==> config.mk <==
export PLATFORM = sky130hd
export DESIGN_NAME = inst_fetch_queue_flat
export DESIGN_NICKNAME = d
export VERILOG_FILES = /design/src/rtl/inst_fetch_queue_if.sv /design/src/rtl/inst_fetch_queue.sv /design/src/flat_wrapper.sv
export SDC_FILE = /design/constraint.sdc
export NUM_CORES = 1
export LEC_CHECK = 0
export BUFFER_PORTS_ARGS = -buffer_cell sky130_fd_sc_hd__buf_2
export CAP_MARGIN = 20
export CORE_AREA = 3 3 156 158
export DETAILED_ROUTE_END_ITERATION = 8
export DIE_AREA = 0 0 159 161
export GPL_ROUTABILITY_DRIVEN = 1
export PLACE_DENSITY_LB_ADDON = 0.15
export SYNTH_ARGS = -nofsm -noshare
export SYNTH_HDL_FRONTEND = slang
export SYNTH_SLANG_ARGS = --single-unit
export TNS_END_PERCENT = 100
==> constraint.sdc <==
create_clock -name clk -period 3 [get_ports clk]
set_clock_uncertainty 0.1 [all_clocks]
set_input_delay 0.6 -clock clk [delete_from_list [all_inputs] [get_ports clk]]
set_output_delay 0.6 -clock clk [all_outputs]
set_load 0.02 [all_outputs]
==> src/rtl/inst_fetch_queue_if.sv <==
// rtl/inst_fetch_queue_if.sv - fetch/decode handshake bundle for the instruction prefetch queue
interface inst_fetch_queue_if #(
    parameter int PTR_W = 2
);
    logic             flush;
    logic             in_valid;
    logic             in_ready;
    logic [31:0]      in_pc;
    logic [31:0]      in_inst;
    logic             out_valid;
    logic             out_ready;
    logic [31:0]      out_pc;
    logic [31:0]      out_inst;
    logic [PTR_W:0]   count;

    modport master (
        output flush, in_valid, in_pc, in_inst, out_ready,
        input  in_ready, out_valid, out_pc, out_inst, count
    );

    modport slave (
        input  flush, in_valid, in_pc, in_inst, out_ready,
        output in_ready, out_valid, out_pc, out_inst, count
    );
endinterface

==> src/rtl/inst_fetch_queue.sv <==
// rtl/inst_fetch_queue.sv - circular {PC, instruction} prefetch FIFO with flush; IFQ_BYPASS_EN adds empty-queue bypass
module inst_fetch_queue #(
    parameter int DEPTH = 4,
    parameter int PTR_W = 2
) (
    input  logic                   clk,
    input  logic                   rst_n,
    inst_fetch_queue_if.slave      q
);
    localparam logic [PTR_W:0] FULL_CNT = (PTR_W + 1)'(DEPTH);
    localparam logic [31:0]    NOP_INST = 32'h0000_0013;

    logic [31:0]      pc_mem   [DEPTH];
    logic [31:0]      inst_mem [DEPTH];
    logic [PTR_W-1:0] wr_ptr;
    logic [PTR_W-1:0] rd_ptr;
    logic [PTR_W:0]   cnt;

    logic empty;
    logic full;
    logic bypass;
    logic push;
    logic pop;

    always_comb begin
        empty = (cnt == '0);
        full  = (cnt == FULL_CNT);
`ifdef IFQ_BYPASS_EN
        bypass = empty & q.in_valid & ~q.flush;
`else
        bypass = 1'b0;
`endif
        q.in_ready  = ~full & ~q.flush;
        q.out_valid = (~empty | bypass) & ~q.flush;
        q.count     = cnt;

        if (!empty) begin
            q.out_pc   = pc_mem[rd_ptr];
            q.out_inst = inst_mem[rd_ptr];
        end else if (bypass) begin
            q.out_pc   = q.in_pc;
            q.out_inst = q.in_inst;
        end else begin
            q.out_pc   = 32'h0;
            q.out_inst = NOP_INST;
        end

        // A bypassed pair consumed straight away never touches storage.
        pop  = ~empty & q.out_valid & q.out_ready;
        push = q.in_valid & q.in_ready & ~(bypass & q.out_ready);
    end

    always_ff @(posedge clk) begin
        if (push) begin
            pc_mem[wr_ptr]   <= q.in_pc;
            inst_mem[wr_ptr] <= q.in_inst;
        end
    end

    always_ff @(posedge clk or negedge rst_n) begin
        if (!rst_n) begin
            wr_ptr <= '0;
            rd_ptr <= '0;
            cnt    <= '0;
        end else if (q.flush) begin
            wr_ptr <= '0;
            rd_ptr <= '0;
            cnt    <= '0;
        end else begin
            if (push) wr_ptr <= wr_ptr + 1'b1;
            if (pop)  rd_ptr <= rd_ptr + 1'b1;
            case ({push, pop})
                2'b10:   cnt <= cnt + (PTR_W + 1)'(1);
                2'b01:   cnt <= cnt - (PTR_W + 1)'(1);
                default: cnt <= cnt;
            endcase
        end
    end
endmodule

==> src/flat_wrapper.sv <==
// flat-port wrapper written by rule: the top's interface ports become plain ports
module inst_fetch_queue_flat 
#(
    parameter int DEPTH = 4,
    parameter int PTR_W = 2
)
  (clk, rst_n, q_flush, q_in_valid, q_in_pc, q_in_inst, q_out_ready, q_in_ready, q_out_valid, q_out_pc, q_out_inst, q_count);
  inst_fetch_queue_if #(.PTR_W(PTR_W)) q_i ();
  input  logic clk;
  input  logic rst_n;
  input wire logic [$bits(q_i.flush)-1:0] q_flush;
  input wire logic [$bits(q_i.in_valid)-1:0] q_in_valid;
  input wire logic [$bits(q_i.in_pc)-1:0] q_in_pc;
  input wire logic [$bits(q_i.in_inst)-1:0] q_in_inst;
  input wire logic [$bits(q_i.out_ready)-1:0] q_out_ready;
  output wire logic [$bits(q_i.in_ready)-1:0] q_in_ready;
  output wire logic [$bits(q_i.out_valid)-1:0] q_out_valid;
  output wire logic [$bits(q_i.out_pc)-1:0] q_out_pc;
  output wire logic [$bits(q_i.out_inst)-1:0] q_out_inst;
  output wire logic [$bits(q_i.count)-1:0] q_count;
  assign q_i.flush = q_flush;
  assign q_i.in_valid = q_in_valid;
  assign q_i.in_pc = q_in_pc;
  assign q_i.in_inst = q_in_inst;
  assign q_i.out_ready = q_out_ready;
  assign q_in_ready = q_i.in_ready;
  assign q_out_valid = q_i.out_valid;
  assign q_out_pc = q_i.out_pc;
  assign q_out_inst = q_i.out_inst;
  assign q_count = q_i.count;
  inst_fetch_queue #(.DEPTH(DEPTH), .PTR_W(PTR_W)) u_core (.clk(clk), .rst_n(rst_n), .q(q_i));
endmodule
### Word-level counts from Yosys, hierarchy flattened

Memory sizes are Yosys's and may differ from the RTL's.
Cells that the tools add are included.

* add/subtract/negate cells: 4
* multiply operators: 0
* div/mod/pow operators: 0
* order comparisons: 0
* equal/unequal tests: 3
* shift-type cells: 0
* mux-type cells: 10
* bitwise gates (word level): 8
* reductions and logical operators: 4

Operators with widths (number)
* 32-bit two-way mux: 2
* 2-bit two-way mux: 4
* 3-bit one-hot mux with 2 select lines: 1
* 1-bit AND: 5
* 2-bit by 1-bit adder with 2-bit output, second input constant: 2
* 2-bit nonzero test: 2
* 3-bit by 1-bit adder with 3-bit output, second input constant: 1
* 3-bit equality test, second input constant: 1
* 3-bit logical NOT: 1
* 3-bit two-way mux: 1
* 1-bit inverter: 3
* 3-bit nonzero test: 1
* 3-bit by 1-bit subtractor with 3-bit output, second input constant: 1
* 2-bit by 1-bit equality test with 1-bit output, second input constant: 1
* 2-bit equality test, second input constant: 1
* 1-bit two-way mux: 2

* register bits: 7
* latch bits: 0
* memory bits (writable): 256
* memory bits (read-only): 0
* bits of input ports: 69
* output and inout bits: 69
* word-level logic and storage cells: 34
* memories kept: 2

Memory list
* u_core.inst_mem: depth 4, width 32, read ports 1, clocked after memory_dff 0, wr ports 1, line inst_fetch_queue.sv:14 `logic [31:0] inst_mem [DEPTH];`
* u_core.pc_mem: depth 4, width 32, read ports 1, clocked after memory_dff 0, wr ports 1, line inst_fetch_queue.sv:13 `logic [31:0] pc_mem [DEPTH];`

### Longest topological paths before layout

Gate-level depths: netlist of the first run.

* depth in word-level cells: 8
* gate-level depth with buffers: 8
* depth with buffers taken out: 7

### Worst setup path before layout of the first run

Ideal clock, no wire load.

* kind: input to register
* start point: input q_flush
* end point: memory u_core.inst_mem[1][0] (enable)
* setup time: 0.429 ns
* arrival time: 2.602 ns
* data required time: 2.471 ns
* path slack: -0.131 ns
* stages on the path: 3
* path buffers: 0
* cell sequence: nand2b_1 > a21oi_2 > and2_1

* longest elaborated chain between the ends: 5

RTL lines
* start, declared: line flat_wrapper.sv:11 `input wire logic [$bits(q_i.flush)-1:0] q_flush;`
* 1-bit inverter: line inst_fetch_queue.sv:33 `q.in_ready = ~full & ~q.flush;`
* 1-bit AND: line inst_fetch_queue.sv:33
* 1-bit AND: line inst_fetch_queue.sv:50 `push = q.in_valid & q.in_ready & ~(bypass & q.out_ready);`
* 1-bit two-way mux: line inst_fetch_queue.sv:54 `if (push) begin`
* 1-bit two-way mux (implied by the code): line inst_fetch_queue.sv:56 `inst_mem[wr_ptr] <= q.in_inst;`
* end, declared: line inst_fetch_queue.sv:14

No other way between the ends.

### Worst setup path in the final report of the first run

* start point: register u_core.rd_ptr[0]
* end point: output q_out_pc[27]

* longest elaborated chain between the ends: 2

RTL lines
* start, declared: line inst_fetch_queue.sv:16 `logic [PTR_W-1:0] rd_ptr;`
* start signal, assigned: line inst_fetch_queue.sv:71 `if (pop) rd_ptr <= rd_ptr + 1'b1;`
* memory 4 x 32 bit
* 32-bit two-way mux: line inst_fetch_queue.sv:37 `if (!empty) begin`
* end, declared: line flat_wrapper.sv:18 `output wire logic [$bits(q_i.out_pc)-1:0] q_out_pc;`

No other way between the ends.

==> summary.md, run 1 <==
| Metric | Value |
|---|---|
| Die footprint | `approximately 26000 sq um` |
| Area leader, netlist | `edfxtp_1` |
| R2r setup slk | `0.28 ns` |
| Mapped Cells | `between 400 and 500` |
| RR Endpoint | `u_core.q.count[2]$_DFFE_PN0P_` |
| Worst EP arrival | `around 2.2 ns` |
| CTS tree | `done` |
| Syn. warnings | `0` |
| Worst Max-Slew Pin Slew | `between 0.4 and 0.5 ns` |
| Max cap viols | `0` |
| Power Dens Cells | `approximately 860 nW/um^2` |
| Ranking of synthesized cells by area | `edfxtp_1 (76%), mux4_2 (14%), and2_1 (4.0%)` |
| CP Cell Sequence | `buf_12 -> mux4_2 -> and2_1 -> buf_2` |
| Leak | `~4.2 nW` |
| Ports | `between 100 and 150` |
| Vias per Instance | `a little over 5` |
| Global placer's final weighted congestion | `between 0.7 and 0.8` |
| Layout cell share with drive strength beyond 1 | `0.4151` |
| Seq/Total Area, Yosys | `0.7748` |
| # nets final | `695` |
| Clock sinks | `263` |
| IO Port Bufs | `~140` |
| RR Startpoint | `u_core.q.count[1]$_DFFE_PN0P_` |
| Worst setup endpoint | `q_out_pc[27]` |
| Largest net degree at the start of global routing | `63` |
| Worst Setup End Kind | `output pin` |
| Root buf cell | `clkbuf_16` |
| Final setup viols | `0` |
| CTS buffer count | `27` |
| Syn_area_per_cell | `approximately 22 sq um` |
| Final period util | `0.9616` |
| DRC violations left | `0` |
| H-tree levels | `1` |
| Final Max Tran Viols | `0` |
| Hold slack final | `0.1932 ns` |
| P_sw | `a little over 3 mW` |
| Hold path depth | `1` |
| Mapped Nets | `between 500 and 600` |
| CTS clk-pin slew, worst paths | `~0.060 ns` |
| Crit-path slowest cell | `dfrtp_4` |
| Core Box Area | `about 23000 sq um` |
| Crit path from | `u_core.rd_ptr[0]$_DFFE_PN0P_` |
| Core Rows | `between 50 and 60` |
| Rel. slew slack | `0.7112` |
| Critical path type | `reg -> out` |
| Placed Cells | `approximately 910` |
| Synth cell types | `36` |
| Final core utilization | `0.5282` |
| Setup TNS | `0 ns` |
| Seq pwr share | `0.412` |
| First-pass GRT wire length | `~31000 um` |
| Chip Height | `~160 um` |
| Final wirelength | `19750 um` |
| Clock group share of total power | `0.305` |
| Worst r2r path cells | `7` |
| Max Fclk | `346.6 MHz` |
| P_int | `~7.5 mW` |
| Clock Latency Late Sink | `roughly 0.52 ns` |
| Endpoints failing hold | `0` |
| VDD IR max | `524.4 uV` |
| Critical path launch point type | `flop` |
| Die Wd | `about 160 um` |
| Fin cells | `956` |
| Main synth FF type | `edfxtp_1` |
| CTS Buffer Depth | `3` |
| Cell Area, Synth | `approximately 10000 sq um` |
| Antenna Violating Nets Remaining | `0` |
| Vias in the first global route | `about 5400` |
| DR WL/cell | `20.66 um` |
| Gate power share | `0.284` |
| Outcome | `finished, final reports clean` |
| TritonRoute pass-1 iters | `4` |
| RSZ-0062 raised after global routing | `no` |
| Initial antenna violation count | `3` |
| HP Class | `in -> reg` |
| Gr usage total | `0.1564` |
| Post-route cell area | `around 12000 sq um` |
| Number of synthesized flops with an enable pin | `roughly 260` |
| Yosys reg bits | `between 200 and 300` |
| Worst-path maximum fanout | `22` |
| HPWL reported at the end of detailed placement | `about 12000 um` |
| Tmin final | `roughly 2.9 ns` |
| Share of Yosys cell area claimed by the top area cell type | `0.7575` |
| Initial core utilization | `0.4363` |
| DR vias | `just under 5000` |
| Placed Area | `~11000 sq um` |
| Area Overhead vs Synth | `21.08%` |
| Crit-path max cell delay | `0.54 ns` |
| Grt total ovfl | `0` |
| Drt first-iter violations | `between 200 and 300` |
| Asr flop ratio synth | `0.02662` |
| Required time of the critical path | `2.30 ns` |
| Switching share of power | `0.2899` |
flip-flops by register name, indices dropped and copies added, names as in the netlist:
signal and count:
u_core.pc_mem 128, u_core.wr_ptr 2, u_core.rd_ptr 2, u_core.q.count 3, u_core.inst_mem 128
stage by stage:
step	power [mW]	setup WS, ns
6_report	10.61	0.1151
5_1_grt	11.15	0.003244
4_1_cts	10.77	0.005470
3_5_place_dp	7.497	0.3330
3_3_place_gp	7.462	0.4445
2_1_floorplan	6.446	0.4300
critical path: cells and delay by family, from the launching register on:
kind	cells	cell delay [ns]
flops	1	0.54
mux	1	0.53
buf+inv	2	0.40
simple gates	1	0.18
cells in the mapped netlist, drive strengths merged, types with 3 or more instances:
cell type and count:
mux4 64, dfrtp 7, or2 3, buf 13
nor2 6, ha 4, and2 65, xor2 3
edfxtp 256, clkbuf 9, nand2 3
cell usage in the layout (no fill, tap or decap), types with 2 or more instances in the layout:
cell type / count
and2_1: 61
and2_4: 4
buf_12: 12
buf_2: 137
buf_4: 7
bufinv_16: 4
clkbuf_1: 7
clkbuf_16: 27
clkinv_1: 4
clkinv_2: 2
dfrtp_1: 5
dfrtp_4: 2
edfxtp_1: 256
ha_1: 4
inv_1: 2
mux4_2: 64
nand2_1: 2
nand2b_1: 2
nand3_1: 2
nor2_1: 6
nor3_1: 2
or2_1: 3
xor2_1: 2
metal layers:
layer / share of wire / global-route usage
met5: 0.0011 / 0
met4: 0.017 / 0.03462
met3: 0.058 / 0.03719
met2: 0.51 / 0.2721
met1: 0.41 / 0.2027
cells by family (layout without fill, tap and decap cells):
| group | Yosys count | count (layout) | share of synthesized area |
|---|---|---|---|
| flip-flops | 263 | 263 | 0.7748 |
| AND/OR/NAND/NOR | 88 | 88 | 0.05289 |
| multiplexers | 67 | 67 | 0.1452 |
| buffers and inverters | 24 | 203 | 0.01221 |
| AO/OA/AOI/OAI | 7 | 7 | 0.004685 |
| adder cells (fa/ha/maj) | 5 | 5 | 0.006904 |
| XOR/XNOR | 3 | 3 | 0.003330 |
| other | 0 | 1 | 0 |
area by class of cell:
| class | count | area [sq um] |
|---|---|---|
| sequential | 263 | 7870 |
| inverter | 2 | 7.507 |
| timing repair buffer | 157 | 988.4 |
| clock inverter | 10 | 145.1 |
| fill | 1894 | 10970 |
| multi-input combinational | 170 | 2173 |
| tap | 319 | 399.1 |
| clock buffer | 34 | 701.9 |
| antenna | 1 | 2.502 |
power groups by stage:
stage	Clock [mW]	Combinational [mW]	Sequential, mW
2_1_floorplan	0	2.05	4.39
3_3_place_gp	0	3.01	4.45
3_5_place_dp	0	3.03	4.47
4_1_cts	3.33	3.07	4.37
5_1_grt	3.50	3.27	4.39
6_report	3.23	3.01	4.37
worst min path at each step:
| stage | startpoint | endpoint | slack [ns] |
|---|---|---|---|
| final | q_in_inst[26] | u_core.inst_mem[1][26]$_DFFE_PP_ | 0.19 |
| after global routing | q_in_inst[18] | u_core.inst_mem[3][18]$_DFFE_PP_ | 0.17 |
| after CTS | q_in_inst[4] | u_core.inst_mem[3][4]$_DFFE_PP_ | 0.17 |
| after detailed placement | rst_n | u_core.wr_ptr[0]$_DFFE_PN0P_ | 0.35 |
| after global placement | rst_n | u_core.wr_ptr[1]$_DFFE_PN0P_ | 0.35 |
| after floorplan | rst_n | u_core.q.count[0]$_DFFE_PN0P_ | 0.20 |
repair_timing:
action                     CTS  global route
setup buffers                1             0
setup endpoints to repair   63            41
resized for setup            1             3
hold buffers                 1             0
hold endpoints to repair     7             0
(Power assumes the default switching activity.)
==> inputs of run 2 (changes only) <==
- CORE_AREA: 3 3 156 158 -> 3 3 146 148
- DIE_AREA: 0 0 159 161 -> 0 0 149 151
==> run 2 against run 1 <==
  * Die area is 12% lower
  * Sequential cell count is the same
  * Non-clock buffer count is 2 higher
  * Fmax about the same
  * Via count shrank 0.53%
  * Clock-buffer cell count is 1 higher
  * Worst setup slack hardly changed
  * Critical path depth stayed put
==> summary.md, run 2 (synthesized netlist as in run 1, its figures left out) <==
| Metric | Value |
|---|---|
| Setup ws final | `0.1146 ns (-0.0004700 ns)` |
| DR vias | `4865 (-0.53%)` |
| Die footprint | `22500 sq um (-12%)` |
| Vias in the first global route | `5238 (-3.5%)` |
| Max cap viols | `0 (unchanged)` |
| Ports | `138 (unchanged)` |
| Tmin final | `2.885 ns (+0.0004700 ns)` |
| Setup TNS | `0 ns (unchanged)` |
| Hold slack final | `0.1974 ns (+0.004193 ns)` |
| Layout cell share with drive strength beyond 1 | `0.4125 (-0.002594)` |
| CTS Buffer Depth | `3 (unchanged)` |
| TritonRoute pass-1 iters | `4 (unchanged)` |
| Critical path type | `reg -> out` |
| Critical path launch point type | `flop` |
| Clock Latency Late Sink | `0.51 ns (about the same)` |
| Commonest non-fill, non-tap cell in the layout | `edfxtp_1` |
| Required time of the critical path | `2.30 ns (about the same)` |
| Endpoints failing hold | `0 (unchanged)` |
| HPWL reported at the end of detailed placement | `11240 um (-7.0%)` |
| # nets final | `696 (+0.14%)` |
| IO Port Bufs | `137 (unchanged)` |
| RSZ-0062 raised after global routing | `no` |
| Fin cells | `911 (-4.7%)` |
| First-pass GRT wire length | `29000 um (-7.0%)` |
| Worst Max-Slew Pin Slew | `0.6893 ns (+0.2562 ns)` |
| Clock sinks | `263 (unchanged)` |
| Outcome | `finished, final reports clean` |
| Grt total ovfl | `0 (unchanged)` |
| HP Class | `in -> reg` |
| H-tree levels | `1 (unchanged)` |
| Final Max Tran Viols | `0 (unchanged)` |
| CTS buffer count | `26 (-3.7%)` |
| Power Dens Cells | `846.0 nW/um^2 (-2.0%)` |
| Most frequent cells in the layout | `edfxtp_1 (256), buf_2 (137), mux4_2 (64)` |
| VDD IR max | `540.2 uV (+3.0%)` |
| Initial core utilization | `0.5032 (+0.06690)` |
| DRC violations left | `0 (unchanged)` |
| Final Total Pwr | `10.31 mW (-2.8%)` |
| Gr usage total | `0.1678 (+0.01145)` |
| Max Fclk | `346.6 MHz (about the same)` |
| Vias per Instance | `5.340 (+4.4%)` |
| Die Wd | `149 um (-6.3%)` |
| Drt first-iter violations | `239 (-9.8%)` |
| CTS clk-pin slew, worst paths | `0.06 ns (about the same)` |
| Placed Area | `11360 sq um (-0.45%)` |
| CTS tree | `done` |
| Largest net degree at the start of global routing | `63 (unchanged)` |
| Final wirelength | `18640 um (-5.6%)` |
| Worst Setup End Kind | `output pin` |
| Initial antenna violation count | `1 (-2)` |
| DR WL/cell | `20.47 um (-0.92%)` |
| Rel. slew slack | `0.5369 (-0.1743)` |
| DP Worst Slack | `0.3429 ns (+0.009978 ns)` |
| Post-route cell area | `12190 sq um (-0.81%)` |
| Worst-path maximum fanout | `62 (+180%)` |
| Leak | `4.215 nW (-0.46%)` |
| Area Overhead vs Synth | `20.10%` |
| Global placer's final weighted congestion | `0.7605 (-3.0%)` |
| Final period util | `0.9618 (about the same)` |
| Placed Cells | `858 (-5.6%)` |
| Final setup viols | `0 (unchanged)` |
| Core Rows | `52 (-7.1%)` |
| Chip Height | `151 um (-6.2%)` |
| Core Box Area | `20170 sq um (-13%)` |
| Fill count | `1508 (-20%)` |
| Final core utilization | `0.6043 (+0.07604)` |
| Worst EP arrival | `2.19 ns (about the same)` |
| Antenna Violating Nets Remaining | `0 (unchanged)` |
| Root buf cell | `clkbuf_16` |
[run 2: changes by cell type in the layout (fill, tap and decap cells not counted)]
cell	delta
clkinv_1	+3
bufinv_16	-3
buf_12	+1
clkbuf_1	+1
buf_6	+1
clkinv_2	+1
[run 2: repair_timing]
action / 4_1_cts / 5_1_grt
hold buffers: 1 / 0
gates cloned: 0 / 0
setup endpoints to repair: 34 / 1
hold endpoints to repair: 7 / 0
setup buffers: 3 / 2
gates resized for setup: 1 / 0
[run 2: path summary, 6_finish.rpt]
kind / depth (start not counted) / start / end / slack [ns]
min: 1 / q_in_pc[2] / u_core.pc_mem[1][2]$_DFFE_PP_ / 0.20
min reg2reg: 1 / u_core.wr_ptr[0]$_DFFE_PN0P_ / u_core.wr_ptr[0]$_DFFE_PN0P_ / 0.50
min in group asynchronous: 2 / rst_n / u_core.wr_ptr[0]$_DFFE_PN0P_ / 0.35
max in group asynchronous: 2 / rst_n / u_core.rd_ptr[1]$_DFFE_PN0P_ / 2.26
max reg2reg: 7 / u_core.q.count[1]$_DFFE_PN0P_ / u_core.q.count[2]$_DFFE_PN0P_ / 0.30
max: 4 / u_core.q.count[1]$_DFFE_PN0P_ / q_out_pc[11] / 0.11
[run 2: area by class of cell]
| class | instances | area, sq um | area share |
|---|---|---|---|
| clock buffers | 35 | 705.7 | 0.05790 |
| flip-flops and latches | 263 | 7870 | 0.6457 |
| clock inverters | 11 | 71.32 | 0.005852 |
| inverters | 2 | 7.507 | 0.0006160 |
| multi-input cells | 170 | 2173 | 0.1783 |
| repair buffers | 159 | 1020 | 0.08367 |
| well taps | 270 | 337.8 | 0.02772 |
| diodes | 1 | 2.502 | 0.0002053 |
[run 2: worst max-delay path: stages (launching register included)]
cell	delay, ns
dfrtp_1	0.44
or3_2	0.56
buf_6	0.28
and2_1	0.23
buf_2	0.16
[run 2: routing by layer]
| layer | GRT usage | share of wire | up-vias | wire [um] |
|---|---|---|---|---|
| met5 | 0 | 0 | - | 0 |
| met2 | 0.2924 | 0.51 | 155 | 9500 |
| met4 | 0.04073 | 0.024 | 0 | 452 |
| met3 | 0.03740 | 0.066 | 32 | 1224 |
| li1 | - | - | 2184 | - |
| met1 | 0.2179 | 0.40 | 2494 | 7466 |
[run 2: where the power goes]
part / leakage, nW / internal, mW / total, mW / switching, mW
Combinational: 1.42 / 1.31 / 3.00 / 1.69
Clock: 0.379 / 1.72 / 2.95 / 1.23
Sequential: 2.42 / 4.25 / 4.36 / 0.111
==> inputs of run 3 (changes only) <==
- ABC_AREA: not set -> 1
- CORE_AREA: 3 3 146 148 -> 3 3 147 149
- DIE_AREA: 0 0 149 151 -> 0 0 150 152
==> run 3 against run 2 <==
  * Fmax decreased by 0.77%
  * Clock-buffer cell count unchanged
  * First-iteration DRC count increased by 81%
  * Critical path type unchanged
  * Worst hold slack got worse by 0.0020 ns
  * Worst setup slack got worse by 0.023 ns
  * Clock power increased by 5%
  * Sequential power about the same
  * Via count increased by 33%
  * Sequential cell count unchanged
  * Non-clock buffer count increased by 6
  * Sequential share of layout area decreased by 0.78 points
  * Largest cell class unchanged
==> summary.md, run 3 <==
| Metric | Value |
|---|---|
| Outcome | `finished, final reports clean` |
| Area share of fa/ha/maj cells after synthesis | `0.006729 (-0.0001751)` |
| Initial antenna violation count | `3 (+2)` |
| Final Max Tran Viols | `0 (unchanged)` |
| Largest net degree at the start of global routing | `79 (+25%)` |
| Synth Area in XOR/XNOR | `0.0008411 (-0.002488)` |
| Crit-path slowest cell | `o311ai_0` |
| Gr usage total | `0.1916 (+0.02382)` |
| Commonest cells in the synthesized netlist | `nor2_1 (261), edfxtp_1 (256), o21ai_0 (128)` |
| Die footprint | `22800 sq um (+1.3%)` |
| Mapped Nets | `889 (+67%)` |
| Final period util | `0.9693 (+0.007509)` |
| Share of Yosys cell area claimed by the top area cell type | `0.7383 (-0.01921)` |
| DR WL/cell | `17.50 um (-14%)` |
| Leak | `4.511 nW (+7.0%)` |
| Global placer's final weighted congestion | `0.7259 (-4.5%)` |
| Clock sinks | `263 (unchanged)` |
| Worst-path maximum fanout | `24 (-61%)` |
| Worst EP arrival | `2.21 ns (+0.02 ns)` |
| HPWL reported at the end of detailed placement | `12670 um (+13%)` |
| Final setup viols | `0 (unchanged)` |
| Root buf cell | `clkbuf_16` |
| TritonRoute pass-1 iters | `5 (+1)` |
| Grt total ovfl | `0 (unchanged)` |
| Power Dens Cells | `896.1 nW/um^2 (+5.9%)` |
| Seq/Total Area, Yosys | `0.7551 (-0.01964)` |
| Critical path type | `reg -> out` |
| Main synth FF type | `edfxtp_1` |
| Die Wd | `150 um (+0.67%)` |
| CTS Buffer Depth | `3 (unchanged)` |
| DRC violations left | `0 (unchanged)` |
| Final Total Pwr | `11.05 mW (+7.2%)` |
| Synth cell types | `25 (-31%)` |
| Ports | `138 (unchanged)` |
| Vias in the first global route | `6456 (+23%)` |
| Compound-cell area share of the yosys netlist | `0.09457 (+0.08988)` |
| Asr flop ratio synth | `0.02662 (unchanged)` |
| Ranking of synthesized cells by area | `edfxtp_1 (74%), nor2_1 (9.4%), o21ai_0 (6.2%)` |
| Clock Latency Late Sink | `0.52 ns (about the same)` |
| Hold slack final | `0.1955 ns (-0.001959 ns)` |
| Setup TNS | `0 ns (unchanged)` |
| Crit-path max cell delay | `0.61 ns (+0.05 ns)` |
| Number of synthesized flops with an enable pin | `256 (unchanged)` |
| Final wirelength | `21930 um (+18%)` |
| Placed Cells | `1200 (+40%)` |
| Mapped Cells | `815 (+78%)` |
| Tmin final | `2.908 ns (+0.02253 ns)` |
| Most frequent cells in the layout | `nor2_1 (257), edfxtp_1 (256), buf_2 (137)` |
| Cell Area, Synth | `10410 sq um (+2.6%)` |
| VDD IR max | `542.6 uV (+0.44%)` |
| Simple-gate area share of the yosys netlist | `0.1090 (+0.05610)` |
| # nets final | `1036 (+49%)` |
| Critical path launch point type | `flop` |
| H-tree levels | `1 (unchanged)` |
| Main combinational cell family by area after synthesis | `simple AND/OR/NAND/NOR gates` |
| First-pass GRT wire length | `34660 um (+20%)` |
| Rel. slew slack | `0.5551 (+0.01816)` |
| Max Fclk | `343.9 MHz (-0.77%)` |
| Fin cells | `1253 (+38%)` |
| CP top delay family | `compound AO/OA/AOI/OAI gates` |
| HP Class | `in -> reg` |
| CTS buffer count | `27 (+3.8%)` |
| Syn. warnings | `0 (unchanged)` |
| Crit path buf inv count | `2 (unchanged)` |
| Core Rows | `52 (unchanged)` |
| Endpoints failing hold | `0 (unchanged)` |
| RSZ-0062 raised after global routing | `no` |
| Area leader, netlist | `edfxtp_1` |
| DR vias | `6462 (+33%)` |
| Syn_area_per_cell | `12.78 sq um (-42%)` |
| Drt first-iter violations | `433 (+81%)` |
| CP Cell Sequence | `buf_4 -> nor2_1 -> o311ai_0 -> buf_2` |
| Top-count cell post-synth | `nor2_1` |
| Required time of the critical path | `2.30 ns (about the same)` |
| Initial core utilization | `0.5129 (+0.009780)` |
| Layout cell share with drive strength beyond 1 | `0.2251 (-0.1874)` |
| Core Box Area | `20300 sq um (+0.65%)` |
| IO Port Bufs | `137 (unchanged)` |
| Chip Height | `152 um (+0.66%)` |
| Area Overhead vs Synth | `18.45%` |
| CTS clk-pin slew, worst paths | `0.06 ns (about the same)` |
| Placed Area | `11460 sq um (+0.95%)` |
| Max cap viols | `0 (unchanged)` |
| Commonest non-fill, non-tap cell in the layout | `nor2_1` |
| Fill count | `1626 (+7.8%)` |
| Antenna Violating Nets Remaining | `0 (unchanged)` |
| Yosys reg bits | `263 (unchanged)` |
| Worst Max-Slew Pin Slew | `0.6590 ns (-0.03031 ns)` |
| Vias per Instance | `5.157 (-3.4%)` |
| CTS tree | `done` |
| Post-route cell area | `12330 sq um (+1.2%)` |
| Mux contribution to synthesized area | `0 (-0.1452)` |
| Worst Setup End Kind | `output pin` |
-- run 3: cell type report --
type / count / area [sq um] / area share
Sequential cell: 263 / 7868 / 0.6379
Multi-Input combinational cell: 490 / 2236 / 0.1813
Timing Repair Buffer: 165 / 1010 / 0.08187
Clock buffer: 35 / 705.7 / 0.05722
Tap cell: 270 / 337.8 / 0.02739
Clock inverter: 14 / 116.4 / 0.009435
Inverter: 15 / 57.56 / 0.004667
Antenna cell: 1 / 2.502 / 0.0002029
-- run 3: logic make-up after synthesis --
family / after synthesis
xor+xnor: 1
compound gates: 194
buf+inv: 62
simple gates: 290
flops: 263
fa+ha+maj: 5
-- run 3: routing by layer --
layer / up-vias / track usage / wire length, um
li1: 3180 / - / -
met1: 3079 / 0.2513 / 9267
met2: 174 / 0.3303 / 10890
met3: 25 / 0.04230 / 1466
met4: 4 / 0.04009 / 274
met5: - / 0 / 27
-- run 3: where the power goes --
group | switching, mW | internal [mW]
Clock | 1.27 | 1.82
Combinational | 2.46 | 1.11
Sequential | 0.0853 | 4.30
-- run 3: path summary, 6_finish.rpt --
| kind | slack (ns) | depth (start not counted) | endpoint | start |
|---|---|---|---|---|
| worst min-delay path | 0.20 | 1 | u_core.pc_mem[2][14]$_DFFE_PP_ | q_in_pc[14] |
| worst max-delay path | 0.09 | 4 | q_out_inst[4] | u_core.rd_ptr[0]$_DFFE_PN0P_ |
| min in group asynchronous | 0.35 | 2 | u_core.q.count[2]$_DFFE_PN0P_ | rst_n |
| max in group asynchronous | 2.27 | 2 | u_core.rd_ptr[0]$_DFFE_PN0P_ | rst_n |
| worst max register to register | 0.83 | 13 | u_core.q.count[2]$_DFFE_PN0P_ | u_core.q.count[1]$_DFFE_PN0P_ |
| worst min register to register | 0.46 | 1 | u_core.rd_ptr[1]$_DFFE_PN0P_ | u_core.rd_ptr[1]$_DFFE_PN0P_ |
-- run 3: stage by stage --
step	util	setup WS [ns]
5_1_grt	0.6076	0.0001463
4_1_cts	0.6061	0.03860
6_report	0.6076	0.09209
3_3_place_gp	0.5648	0.2810
2_1_floorplan	-	-0.1403
3_5_place_dp	0.5648	0.2840
-- run 3: what timing repair did --
action	CTS	global route
hold buffers	1	0
setup buffers	0	2
endpoints found under the setup margin	1	18
gates resized for setup	2	3
cloned	0	0
endpoints found under the hold margin	7	0
